===== src/rtl/reg_file_pkg.sv =====
// rtl/reg_file_pkg.sv - shared types and sizing helper for the multi-read-port register file
package reg_file_pkg;

  typedef enum logic {IDLE, CLEAR} clr_state_t;

  function automatic int calc_depth(input int addr_width);
    return 1 << addr_width;
  endfunction

endpackage


===== src/rtl/reg_file_clr_seq.sv =====
// rtl/reg_file_clr_seq.sv - runtime clear sequencer: sweeps one entry per cycle, blocks external writes
module reg_file_clr_seq
  import reg_file_pkg::*;
#(
  parameter int ADDR_WIDTH = 2
) (
  input  logic                  clk,
  input  logic                  rst_n,
  input  logic                  clr_start,
  output logic                  w_ready,
  output logic                  clr_busy,
  output logic                  clr_done,
  output logic                  sweep_en,
  output logic [ADDR_WIDTH-1:0] sweep_addr
);

  localparam int DEPTH = calc_depth(ADDR_WIDTH);
  localparam logic [ADDR_WIDTH-1:0] LAST_ADDR = ADDR_WIDTH'(DEPTH - 1);

  clr_state_t            state, state_nxt;
  logic [ADDR_WIDTH-1:0] cnt, cnt_nxt;
  logic                  done_nxt;

  always_ff @(posedge clk or negedge rst_n) begin
    if (!rst_n) begin
      state    <= IDLE;
      cnt      <= '0;
      clr_done <= 1'b0;
    end else begin
      state    <= state_nxt;
      cnt      <= cnt_nxt;
      clr_done <= done_nxt;
    end
  end

  // cnt parks on the last address after a sweep rather than wrapping
  always_comb begin
    state_nxt = state;
    cnt_nxt   = cnt;
    done_nxt  = 1'b0;
    case (state)
      IDLE: begin
        if (clr_start) begin
          state_nxt = CLEAR;
          cnt_nxt   = '0;
        end
      end
      CLEAR: begin
        if (cnt == LAST_ADDR) begin
          state_nxt = IDLE;
          done_nxt  = 1'b1;
        end else begin
          cnt_nxt = cnt + 1'b1;
        end
      end
      default: state_nxt = IDLE;
    endcase
  end

  always_comb begin
    w_ready    = (state == IDLE);
    clr_busy   = (state == CLEAR);
    sweep_en   = (state == CLEAR);
    sweep_addr = cnt;
  end

endmodule


===== src/rtl/reg_file_mp.sv =====
// rtl/reg_file_mp.sv - register file with one sync write port and NUM_RD async read ports
// Optional write-first forwarding on read ports when REG_FILE_BYPASS_EN is defined.
module reg_file_mp
  import reg_file_pkg::*;
#(
  parameter int DATA_WIDTH = 8,
  parameter int ADDR_WIDTH = 2,
  parameter int NUM_RD     = 2
) (
  input  logic                                    clk,
  input  logic                                    rst_n,
  input  logic                                    w_en,
  input  logic        [ADDR_WIDTH-1:0]            w_addr,
  input  logic signed [DATA_WIDTH-1:0]            w_data,
  output logic                                    w_ready,
  input  logic        [NUM_RD-1:0][ADDR_WIDTH-1:0] r_addr,
  output logic signed [NUM_RD-1:0][DATA_WIDTH-1:0] r_data,
  input  logic                                    clr_start,
  output logic                                    clr_busy,
  output logic                                    clr_done
);

  localparam int DEPTH = calc_depth(ADDR_WIDTH);

  logic signed [DATA_WIDTH-1:0] mem [DEPTH];

  logic                         sweep_en;
  logic        [ADDR_WIDTH-1:0] sweep_addr;
  logic                         ext_we;
  logic                         wr_en;
  logic        [ADDR_WIDTH-1:0] wr_addr;
  logic signed [DATA_WIDTH-1:0] wr_data;

  reg_file_clr_seq #(
    .ADDR_WIDTH (ADDR_WIDTH)
  ) u_clr_seq (
    .clk        (clk),
    .rst_n      (rst_n),
    .clr_start  (clr_start),
    .w_ready    (w_ready),
    .clr_busy   (clr_busy),
    .clr_done   (clr_done),
    .sweep_en   (sweep_en),
    .sweep_addr (sweep_addr)
  );

  assign ext_we = w_en && w_ready;

  // Sweep and external writes never coincide: w_ready is low throughout a sweep
  always_comb begin
    wr_en   = 1'b0;
    wr_addr = w_addr;
    wr_data = w_data;
    if (sweep_en) begin
      wr_en   = 1'b1;
      wr_addr = sweep_addr;
      wr_data = '0;
    end else if (ext_we) begin
      wr_en = 1'b1;
    end
  end

  always_ff @(posedge clk or negedge rst_n) begin
    if (!rst_n) begin
      for (int i = 0; i < DEPTH; i++) begin
        mem[i] <= '0;
      end
    end else if (wr_en) begin
      mem[wr_addr] <= wr_data;
    end
  end

  always_comb begin
    for (int i = 0; i < NUM_RD; i++) begin
      r_data[i] = mem[r_addr[i]];
`ifdef REG_FILE_BYPASS_EN
      if (ext_we && (r_addr[i] == w_addr)) begin
        r_data[i] = w_data;
      end
`endif
    end
  end

endmodule


===== config.mk =====
export PLATFORM = sky130hd
export DESIGN_NAME = reg_file_mp
export DESIGN_NICKNAME = d
export VERILOG_FILES = /design/src/rtl/reg_file_pkg.sv /design/src/rtl/reg_file_clr_seq.sv /design/src/rtl/reg_file_mp.sv
export SDC_FILE = /design/constraint.sdc
export NUM_CORES = 1
export LEC_CHECK = 0
export ABC_AREA = 1
export CAP_MARGIN = 20
export CORE_MARGIN = 2
export CORE_UTILIZATION = 53
export CTS_BUF_LIST = sky130_fd_sc_hd__clkbuf_16
export CTS_CLUSTER_DIAMETER = 150
export DETAILED_ROUTE_END_ITERATION = 10
export GPL_TIMING_DRIVEN = 0
export PLACE_DENSITY = 0.89
export SETUP_SLACK_MARGIN = 0.2
export SLEW_MARGIN = 20
export SYNTH_ARGS = -nofsm -noshare
export SYNTH_HDL_FRONTEND = slang
export SYNTH_HIERARCHICAL = 1
export SYNTH_SLANG_ARGS = --single-unit
export TNS_END_PERCENT = 1

===== constraint.sdc =====
create_clock -name clk -period 1.8 [get_ports clk]
set_clock_uncertainty 0.2 [all_clocks]
set_input_delay 0.27 -clock clk [delete_from_list [all_inputs] [get_ports clk]]
set_output_delay 0.27 -clock clk [all_outputs]
set_load 0.02 [all_outputs]

# Word-level counts from Yosys, hierarchy flattened

Index checks and enable logic that the tools add are counted.

Register bits after elaboration: 36
Bits of input ports: 18
Output and inout port bits: 19
Word-level logic and storage cells: 43

$add $sub $neg: 1
Magnitude comparators: 4
Eq/ne operators: 3
Mux-type cells: 21
Bitwise gates (word level): 4
Reductions and logical operators: 3

Operator list:

| cell                | number |
|---|---|
| $mux 8              | 6 |
| $bmux 8 s2          | 2 |
| $bwmux 32           | 1 |
| $demux 8 s2         | 1 |
| $ge 3x3->1 const B  | 3 |
| $not 2->3           | 3 |
| $mux 1              | 6 |
| $mux 2              | 3 |
| $pmux 2 s2          | 1 |
| $lt 3x1->1 const B  | 1 |
| $add 2x1->2 const B | 1 |
| $eq 2x2->1 const B  | 1 |
| $logic_and 1x1->1   | 2 |
| $ne 2x1->1 const B  | 1 |
| $ne 2x2->1 const B  | 1 |
| $pmux 1 s2          | 1 |
| $reduce_and 2->1    | 1 |
| $not 1->1           | 1 |

# Longest topological paths before layout

Depth in word-level cells: 7
Gate-level depth with buffers: 7
Mapped depth without buffers: 6

# Cells and area by module

The synthesis kept the hierarchy.

By module, submodules not included:

| module           | instances | cells an instance | area each (um^2) | seq. area each (um^2) |
|---|---|---|---|---|
| reg_file_mp      | 1         | 273               | 2,018.2          | 800.8 |
| reg_file_clr_seq | 1         | 20                | 186.4            | 100.1 |

# Worst setup path before layout

No wires, ideal clock.

Path kind: in2out
Start: input port r_addr[3] in the netlist's numbering
End: output port r_data[10] in the netlist's numbering
Arrival time: 1.187 ns
Data required time: 1.330 ns
Setup slack: 0.143 ns
Stages: 4
Path buffers: 1
Cells stage by stage: inv_1 clkbuf_1 o21ai_0 o21ai_0

RTL lines:

| item               | RTL line          | text |
|---|---|---|
| start: declaration | reg_file_mp.sv:16 | `input logic [NUM_RD-1:0][ADDR_WIDTH-1:0] r_addr,` |
| end: declaration   | reg_file_mp.sv:17 | `output logic signed [NUM_RD-1:0][DATA_WIDTH-1:0] r_data,` |

==> metrics.cfg <==
[synthesis]
post-synth-top-count-cell=nand2_1
synth_top_area_share_pct=40.9
synth.ff_latch_count=36
synth_top_cell_by_area=dfrtp_1
seq_area_frac_synth_pct=40.9
yosysWarnings=6
yosys-top-cells-count=nand2_1 (76), o21ai_0 (44), dfrtp_1 (36)
syn_avg_cell_area_um2=7.52
synth_edf_count=0
mappedNetlistArea_um2=2200
ys.flop_type=dfrtp_1
async_flop_share_pct=100
synthTopCellsByArea=dfrtp_1 (41%), nand2_1 (13%), o21ai_0 (10%), nand4_1 (9.1%), nor2_1 (4.8%)
postSynthCellCount=293
yosysUniqueCellTypes=20
syn_nets=312

[global_route]
track_usage_pct=28.3
antenna_found_initial=0
overflow=0
grt_pass1_vias=2066
grt_max_degree=28
grt_first_pass_wirelength_um=9690

[critical_path]
regToRegStartpoint=u_clr_seq/clr_busy
critPathLaunchType=flop
crit_chain=inv_2, a21oi_1, o21ai_0, o21ai_0, buf_2
rr_endpoint=mem[27]
crit_slowest_cell=dfrtp_1
max_stage_delay_ns=0.37
crit_required_ns=1.33
critPathCaptureType=output pin
cp-endpoint=r_data[4]
cp-startpoint=mem[12]
cpLargestDelayFamily=flip-flops
r2r_slack_ns=0.14
r2r_cells=5
worstPathArrival_ns=1.26
cp.buffers_inverters=2
cpMostUsedCell=o21ai_0
worstSetupPathDepth=5
path_class=reg2out
path_max_fanout=2

[routing]
wl_per_cell_um=16.0
dr.pass1.iters=5
postRouteAntennaNets=0
wl_met2_um=3140
drc_errors=0
drt-total-wl_um=6330
wl_met1_um=2570
routed_via_density=5.84
dr_total_vias=2314
route.met3.wl_um=500
maxUsedRoutingLayer=met4
drt_iter0_drc=237

[power_and_ir_drop]
p_leak_nw=1.49
switching_power_mw=2.28
combPwrFrac_pct=50.2
peakVddDrop_mv=1.27
p_sw_share_pct=45.2
seqPwrFrac_pct=30.5
internal_power_mw=2.77
p_total_mw=5.05
power_frac_clock_pct=19.3
powerDensity_nw_per_um2=1740

[final_layout]
drive_gt1_share_pct=23.7
seqCellArea_um2=902
layout.nets=364
fillers=309
area_delta_synth_final_pct=31.8
multi_input_area_um2=1110
final_core_util_pct=72.6
finalNonFillerCells=396
antennaDiodeCount=0

[status]
status=complete, no violations

[die]
start_util_pct=55.1
dieArea_um2=4690
rows=23
die_x_um=68.5
die_h_um=68.5
coreArea_um2=4000
ios=37

[timing]
tightest_slew_ns=0.437
period_minus_slack_ns=1.73
setup_viol=0
max_freq_ghz=0.580
min_period_over_period_pct=95.9
setup_ws_ns=0.0745
slew_violations=0
max_slew_margin_pct=70.8
rsz0062_at_grt=true
tns_ns=0
hold_violations=0

[place]
place_inst=380
io_buffers=36
hpwl_um=4330
post-place-ws_ns=-0.885
routabilityCongestion=0.881

[clock_tree]
clkTransAtPathRegs_ns=0.05
cts_root_buf=clkbuf_16
htreeDepth=2
worstSkewPairLatency_ns=0.28
clock-sinks=36
cts_inserted_buffers=5
cts_tree=done
clk_path_buf_depth=2

[worst_hold_path]
hold_path.class=in2async

[run]
drv_cap=0

-- through the flow --
stage          area (um^2)  hold WS [ns]
2_1_floorplan         2200        -0.226
3_3_place_gp          2630         0.255
3_5_place_dp          2640       -0.0442
4_1_cts               2780         0.201
5_1_grt               2910         0.228
6_report              2910         0.190
-- layout by cell type, fill, tap and decap left out, types with 7 or more instances in the layout --
cell type	Yosys	layout
nand2_4	8	8
inv_2	2	12
o21ai_1	0	22
buf_4	5	26
o21ai_0	44	22
nor2_1	28	28
dfrtp_1	36	35
inv_1	24	14
nand2_1	76	76
nand4_1	32	32
a21oi_1	12	7
clkdlybuf4s50_1	0	12
-- worst register-to-register path: stages (launching register included) --
cell and delay (ns):
dfrtp_2 0.44, buf_4 0.17, buf_6 0.14, nor2_1 0.37
nand4_1 0.18, nand2_1 0.10
-- state kept, by name (all words and copies together), names as in the netlist --
register / cells
mem: 32
u_clr_seq/clr_done: 1
u_clr_seq/sweep_addr: 2
u_clr_seq/clr_busy: 1
-- timing repair --
| item | 4_1_cts | 5_1_grt |
|---|---|---|
| hold buffers | 1 | 0 |
| buffers inserted | 0 | 7 |
| endpoints found under the setup margin | 40 | 51 |
| resized for setup | 111 | 52 |
| endpoints found under the hold margin | 36 | 0 |
| pin swaps | 0 | 4 |
-- worst min path at each step --
stage,endpoint,cells after the start
after floorplan,mem[0],0
after global placement,mem[10],2
after detailed placement,u_clr_seq/clr_busy,1
after CTS,u_clr_seq/clr_busy,2
after global routing,u_clr_seq/sweep_addr[0],2
final,u_clr_seq/sweep_addr[0],2
-- cells by family (layout without fill, tap and decap cells) --
| logic type | Yosys count | after routing | share of synthesized area (%) |
|---|---|---|---|
| compound gates | 60 | 60 | 13.8 |
| fa+ha+maj | 1 | 1 | 0.567 |
| buf+inv | 43 | 96 | 9.42 |
| flops | 36 | 36 | 40.9 |
| simple gates | 153 | 153 | 35.3 |
-- area by class of cell --
| class | count | share of cell area, % |
|---|---|---|
| inverter | 26 | 3.36 |
| multi-input combinational | 214 | 38.4 |
| clock inverter | 3 | 1.46 |
| tap | 50 | 2.15 |
| sequential | 36 | 31.1 |
| clock buffer | 5 | 4.31 |
| buffer | 17 | 5.99 |
| timing repair buffer | 45 | 13.3 |
-- per-layer routing --
metal | track usage, % | up-vias
li1 | - | 1091
met1 | 37.5 | 1078
met2 | 44.8 | 130
met3 | 5.36 | 15
met4 | 12.8 | 0
met5 | 0 | -
-- power by group through the flow --
| stage | registers, mW | logic, mW | clock network (mW) |
|---|---|---|---|
| after floorplan | 1.42 | 1.71 | 0 |
| after global placement | 1.48 | 2.29 | 0 |
| after detailed placement | 1.51 | 2.39 | 0 |
| after CTS | 1.50 | 2.31 | 0.981 |
| after global routing | 1.57 | 2.76 | 1.02 |
| final | 1.54 | 2.53 | 0.973 |
Power figures use the tool's default switching activity.
